<file path="config.mk">
export PLATFORM = sky130hd
export DESIGN_NAME = icache
export DESIGN_NICKNAME = d
export VERILOG_FILES = /design/src/rtl/icache.sv
export SDC_FILE = /design/constraint.sdc
export NUM_CORES = 1
export LEC_CHECK = 0
export ABC_AREA = 1
export BUFFER_PORTS_ARGS = -buffer_cell sky130_fd_sc_hd__buf_2
export CAP_MARGIN = 20
export CORE_AREA = 2 2 342 344
export DETAILED_ROUTE_END_ITERATION = 7
export DIE_AREA = 0 0 344 346
export HOLD_SLACK_MARGIN = 0.03
export PLACE_DENSITY_LB_ADDON = 0.15
export SKIP_LAST_GASP = 1
export SYNTH_ARGS = -nofsm -noshare
export SYNTH_HDL_FRONTEND = slang
export SYNTH_SLANG_ARGS = --single-unit
</file>
<file path="constraint.sdc">
create_clock -name CLK -period 7.79 [get_ports CLK]
set_clock_uncertainty 0.2 [all_clocks]
set_input_delay 1.558 -clock CLK [delete_from_list [all_inputs] [get_ports CLK]]
set_output_delay 1.558 -clock CLK [all_outputs]
set_load 0.1 [all_outputs]
</file>
<file path="src/rtl/icache.sv">
// Direct-mapped, one-word-per-frame instruction cache with zero-latency hits.
// Misses stall in FETCH until the memory controller drops iwait, then fill the frame.
module icache #(
   parameter int FRAMES = 16
) (
   input  logic        CLK,
   input  logic        nRST,
   input  logic        imemREN,
   input  logic [31:0] imemaddr,
   output logic [31:0] imemload,
   output logic        ihit,
   input  logic        iflush,
   output logic        iREN,
   output logic [31:0] iaddr,
   input  logic [31:0] iload,
   input  logic        iwait,
   output logic        dbg_state
);

   localparam int IW = $clog2(FRAMES);
   localparam int TW = 30 - IW;

   typedef enum logic {IDLE = 1'b0, FETCH = 1'b1} state_t;

   state_t            state, state_n;
   logic [FRAMES-1:0] valid;
   logic [TW-1:0]     tags [FRAMES];
   logic [31:0]       data [FRAMES];
   logic [31:0]       miss_addr;
   logic [IW-1:0]     idx, miss_idx;
   logic [TW-1:0]     tag, miss_tag;
   logic              lookup_hit;
   logic              latch;
   logic              fill;

   assign idx        = imemaddr[IW+1:2];
   assign tag        = imemaddr[31:IW+2];
   assign miss_idx   = miss_addr[IW+1:2];
   assign miss_tag   = miss_addr[31:IW+2];
   assign lookup_hit = valid[idx] && (tags[idx] == tag) && !iflush;
   assign dbg_state  = state;

   // Memory handshake: iREN is held with a stable iaddr for the whole of FETCH;
   // the access completes in the cycle where iwait is low, and iload is taken then.
   always_comb begin
      state_n  = state;
      ihit     = 1'b0;
      imemload = 32'h0;
      iREN     = 1'b0;
      iaddr    = 32'h0;
      latch    = 1'b0;
      fill     = 1'b0;
      case (state)
         IDLE: begin
            if (imemREN) begin
               if (lookup_hit) begin
                  ihit     = 1'b1;
                  imemload = data[idx];
               end else begin
                  latch   = 1'b1;
                  state_n = FETCH;
               end
            end
         end
         FETCH: begin
            iREN  = 1'b1;
            iaddr = miss_addr;
            if (iflush) begin
               state_n = IDLE;
            end else if (!iwait) begin
               fill    = 1'b1;
               state_n = IDLE;
            end
         end
         default: state_n = IDLE;
      endcase
   end

   always_ff @(posedge CLK or posedge nRST) begin
      if (nRST) begin
         state     <= IDLE;
         valid     <= '0;
         miss_addr <= 32'h0;
      end else begin
         state <= state_n;
         if (latch) miss_addr <= {imemaddr[31:2], 2'b00};
         if (iflush) valid <= '0;
         else if (fill) valid[miss_idx] <= 1'b1;
      end
   end

   // Tag/data arrays need no reset: valid bits gate every use.
   always_ff @(posedge CLK) begin
      if (fill) begin
         tags[miss_idx] <= miss_tag;
         data[miss_idx] <= iload;
      end
   end

endmodule

</file>
==> run_results.csv <==
group,metric,value,unit
grt,grt-ovfl-total,0,
clock_network,cts_setup_buffers,0,
power,power_switching,2.872,mW
grt,grt_pass1_wl,171.2,mm
finish,fin_nets,3530,
power,p_comb_share,7.1,%
route,ant_nets,0,
place,gp_congestion,0.7563,
sta,setup_viol,0,
grt,grt_pass1_vias,24720,
clock_network,numCtsBuffers,108,
critical_path,crit_slowest_cell,"inv_16",
synthesis,seq_area_frac_synth,72.62,%
finish,final_cells,5081,
critical_path,cp_cell_sequence,"buf_8 > inv_16 > nor2_1 > nor2_1 > o21ai_0 > o211ai_1 > nand3_1 > nand2_1 > nand2_1 > nand2_1 > nand2_1 > nor2_1 > nand2_1 > nor2_2 > nand3_2 > buf_4 > nor2_1 > buf_12",
place,dp.cells,4874,
clock_network,cts_tree,"yes",
grt,grt_use_total,19.53,%
sta,holdWs,296.1,ps
route,vias_per_cell,5.090,
power,irDropWorstVdd,164.1,uV
power,p_clk_share,43.4,%
finish,drive_gt1_share,11.59,%
finish,area_growth,16.15,%
critical_path,worstPathBufferInverterCount,4,
floorplanning,io_pins,136,
run,cap_violations,0,
sta,max_freq,0.1522,GHz
clock_network,cts.sinks,975,
route,avgRoutedWirePerCell,23.04,microns
critical_path,crit_family,"simple AND/OR/NAND/NOR gates",
route,dr.pass1.iters,5,
sta,slew_violations,0,
power,leakagePower,17.11,nW
route,drt_iter0_drc,1977,
critical_path,cp-start-kind,"input port",
floorplanning,die_x,344,microns
synthesis,synth_cell_type_count,33,
power,powerDensity,261.0,nW/um^2
floorplanning,fp.dieH,346,microns
power,p_int,9.252,mW
clock_network,clk_path_buf_depth,3,
sta,finalCritPeriodShare,84.35,%
critical_path,crit_path_end_kind,"primary output",
synthesis,avgSynthCellArea,11.89,sq um
synthesis,synthCells,3364,
grt,antenna_found_initial,14,
sta,hold_viol_final,0,
grt,busiest_layer,"met2",
place,io_buffers,131,
sta,period_minus_slack,6571,ps
clock_network,clk_latency,690,ps
floorplanning,core,115400,sq um
critical_path,crit_type,"in2out",
route,vias,25860,
critical_path,required,6030,ps
synthesis,netlist_area,39990,sq um
sta,worst_slew_pin_slew,1080,ps
place,hpwlAfterDp,59.23,mm
power,seqPwrFrac,49.6,%
grt,gr-usage-met3,2.866,%
grt,gr-usage-met2,31.86,%
route,post-route-drc-count,0,
outcome,status,"finished clean",
place,placed_cell_area,42750,sq um
synthesis,yosys_warnings,0,
route,drt-total-wl,117.1,mm
finish,fin_area,46450,sq um
critical_path,critPathMaxStageDelay,520,ps
floorplanning,die_area,119000,sq um
critical_path,arrival,4810,ps
sta,slew_headroom,27.86,%
clock_network,htreeDepth,3,
grt,grt_start_max_net_pins,208,
sta,rsz0062_at_grt,"false",
clock_network,root_buffer,"clkbuf_16",
sta,setup_tns,0,ps
min_path,min_path_type,"reg2reg",
clock_network,hold_buffers,0,
critical_path,path_max_fanout,207,
grt,grtUsageMet1,27.26,%
floorplanning,start_util,34.65,%
power,p_sw_share,23.69,%
floorplanning,rows,125,
critical_path,worst_path_most_repeated_cell,"nand2_1",
clock_network,clkSlewWorstSetupHoldPaths,60,ps
clock_network,post_cts_resized,0,
synthesis,ys_seq_elements,975,
power,power,12.12,mW
per-stage QoR:
step / setup WS [ps] / util (%)
after global routing: 939.1 / 40.24
after global placement: 1193 / 37.04
final: 1219 / 40.24
after floorplan: 1656 / -
after detailed placement: 1230 / 37.04
after CTS: 1202 / 40.22
worst reg2reg max path: cells and delay by family (launching register included):
family                 cells  cell delay [ps]
DFF                        1              350
and+or+nand+nor            3             2160
buffers and inverters      2              670
cell type report:
| class | count | area [sq um] |
|---|---|---|
| clock buffers | 139 | 2962 |
| clock inverters | 65 | 705.7 |
| fillers | 11060 | 68970 |
| well taps | 1524 | 1907 |
| inverters | 193 | 755.7 |
| flip-flops and latches | 975 | 29040 |
| diodes | 2 | 5.005 |
| repair buffers | 201 | 1810 |
| multi-input cells | 1982 | 9261 |
synthesized netlist by cell type (all sizes together):
cell	instances	area share [%]
buf	128	1.9
nor3	1	0.013
clkbuf	87	0.82
a21oi	234	2.9
a32oi	1	0.022
nand2	910	8.6
o31ai	32	0.60
and2	1	0.016
a31oi	11	0.17
nand3b	6	0.11
dfrtp	47	2.9
nor2	256	2.5
inv	193	1.8
o211ai	25	0.47
o21ai	69	0.86
nand3	303	3.8
conb	1	0.0094
edfxtp	928	70
nand4	6	0.094
or2	10	0.16
a221oi	115	2.5
cells by family after synthesis:
| kind of cell | Yosys count | synth area share (%) |
|---|---|---|
| other cells | 1 | 0.009377 |
| simple gates | 1493 | 15.26 |
| flops | 975 | 72.62 |
| buf+inv | 408 | 4.533 |
| compound gates | 487 | 7.574 |
power groups by stage:
stage                     sequential, mW  clock, mW  combinational [mW]
after global placement              6.12          0               0.863
after global routing                6.03       5.57               0.937
after floorplan                     6.08          0               0.564
after CTS                           6.01       5.36               0.867
after detailed placement            6.12          0               0.864
final                               6.01       5.26               0.856
final timing paths:
path / from / end / slack, ps / cells after the start
worst min register to register: valid[14] / valid[14] / 300 / 2
worst max register to register: dbg_state / data[13][26] / 3980 / 5
max in group asynchronous: nRST / miss_addr[17] / 5880 / 3
min in group asynchronous: nRST / valid[11] / 910 / 3
worst max-delay path: imemaddr[2] / imemload[28] / 1220 / 18
worst min-delay path: valid[14] / valid[14] / 300 / 2
sequential cells by signal, summed over array words and instances (netlist names):
register / count
data: 512
tags: 416
miss_addr: 30
valid: 16
dbg_state: 1
cells in the final DEF (no fill, tap or decap), types with 46 or more instances in the layout:
| master | Yosys | routed |
|---|---|---|
| clkbuf_16 | 0 | 110 |
| a221oi_1 | 115 | 115 |
| edfxtp_1 | 928 | 928 |
| nand3_1 | 302 | 302 |
| nor2_1 | 240 | 224 |
| a21oi_1 | 234 | 234 |
| buf_2 | 55 | 95 |
| dfrtp_1 | 47 | 46 |
| inv_1 | 189 | 186 |
| buf_4 | 28 | 62 |
| o21ai_0 | 46 | 46 |
| nand2_1 | 908 | 908 |
metal layers:
layer	part of all wire, %	up-vias
li1	-	12090
met4	2.5	6
met2	47	617
met1	45	12960
met3	4.7	193
met5	0.038	-
No activity file was read; power rests on OpenSTA's default activity.
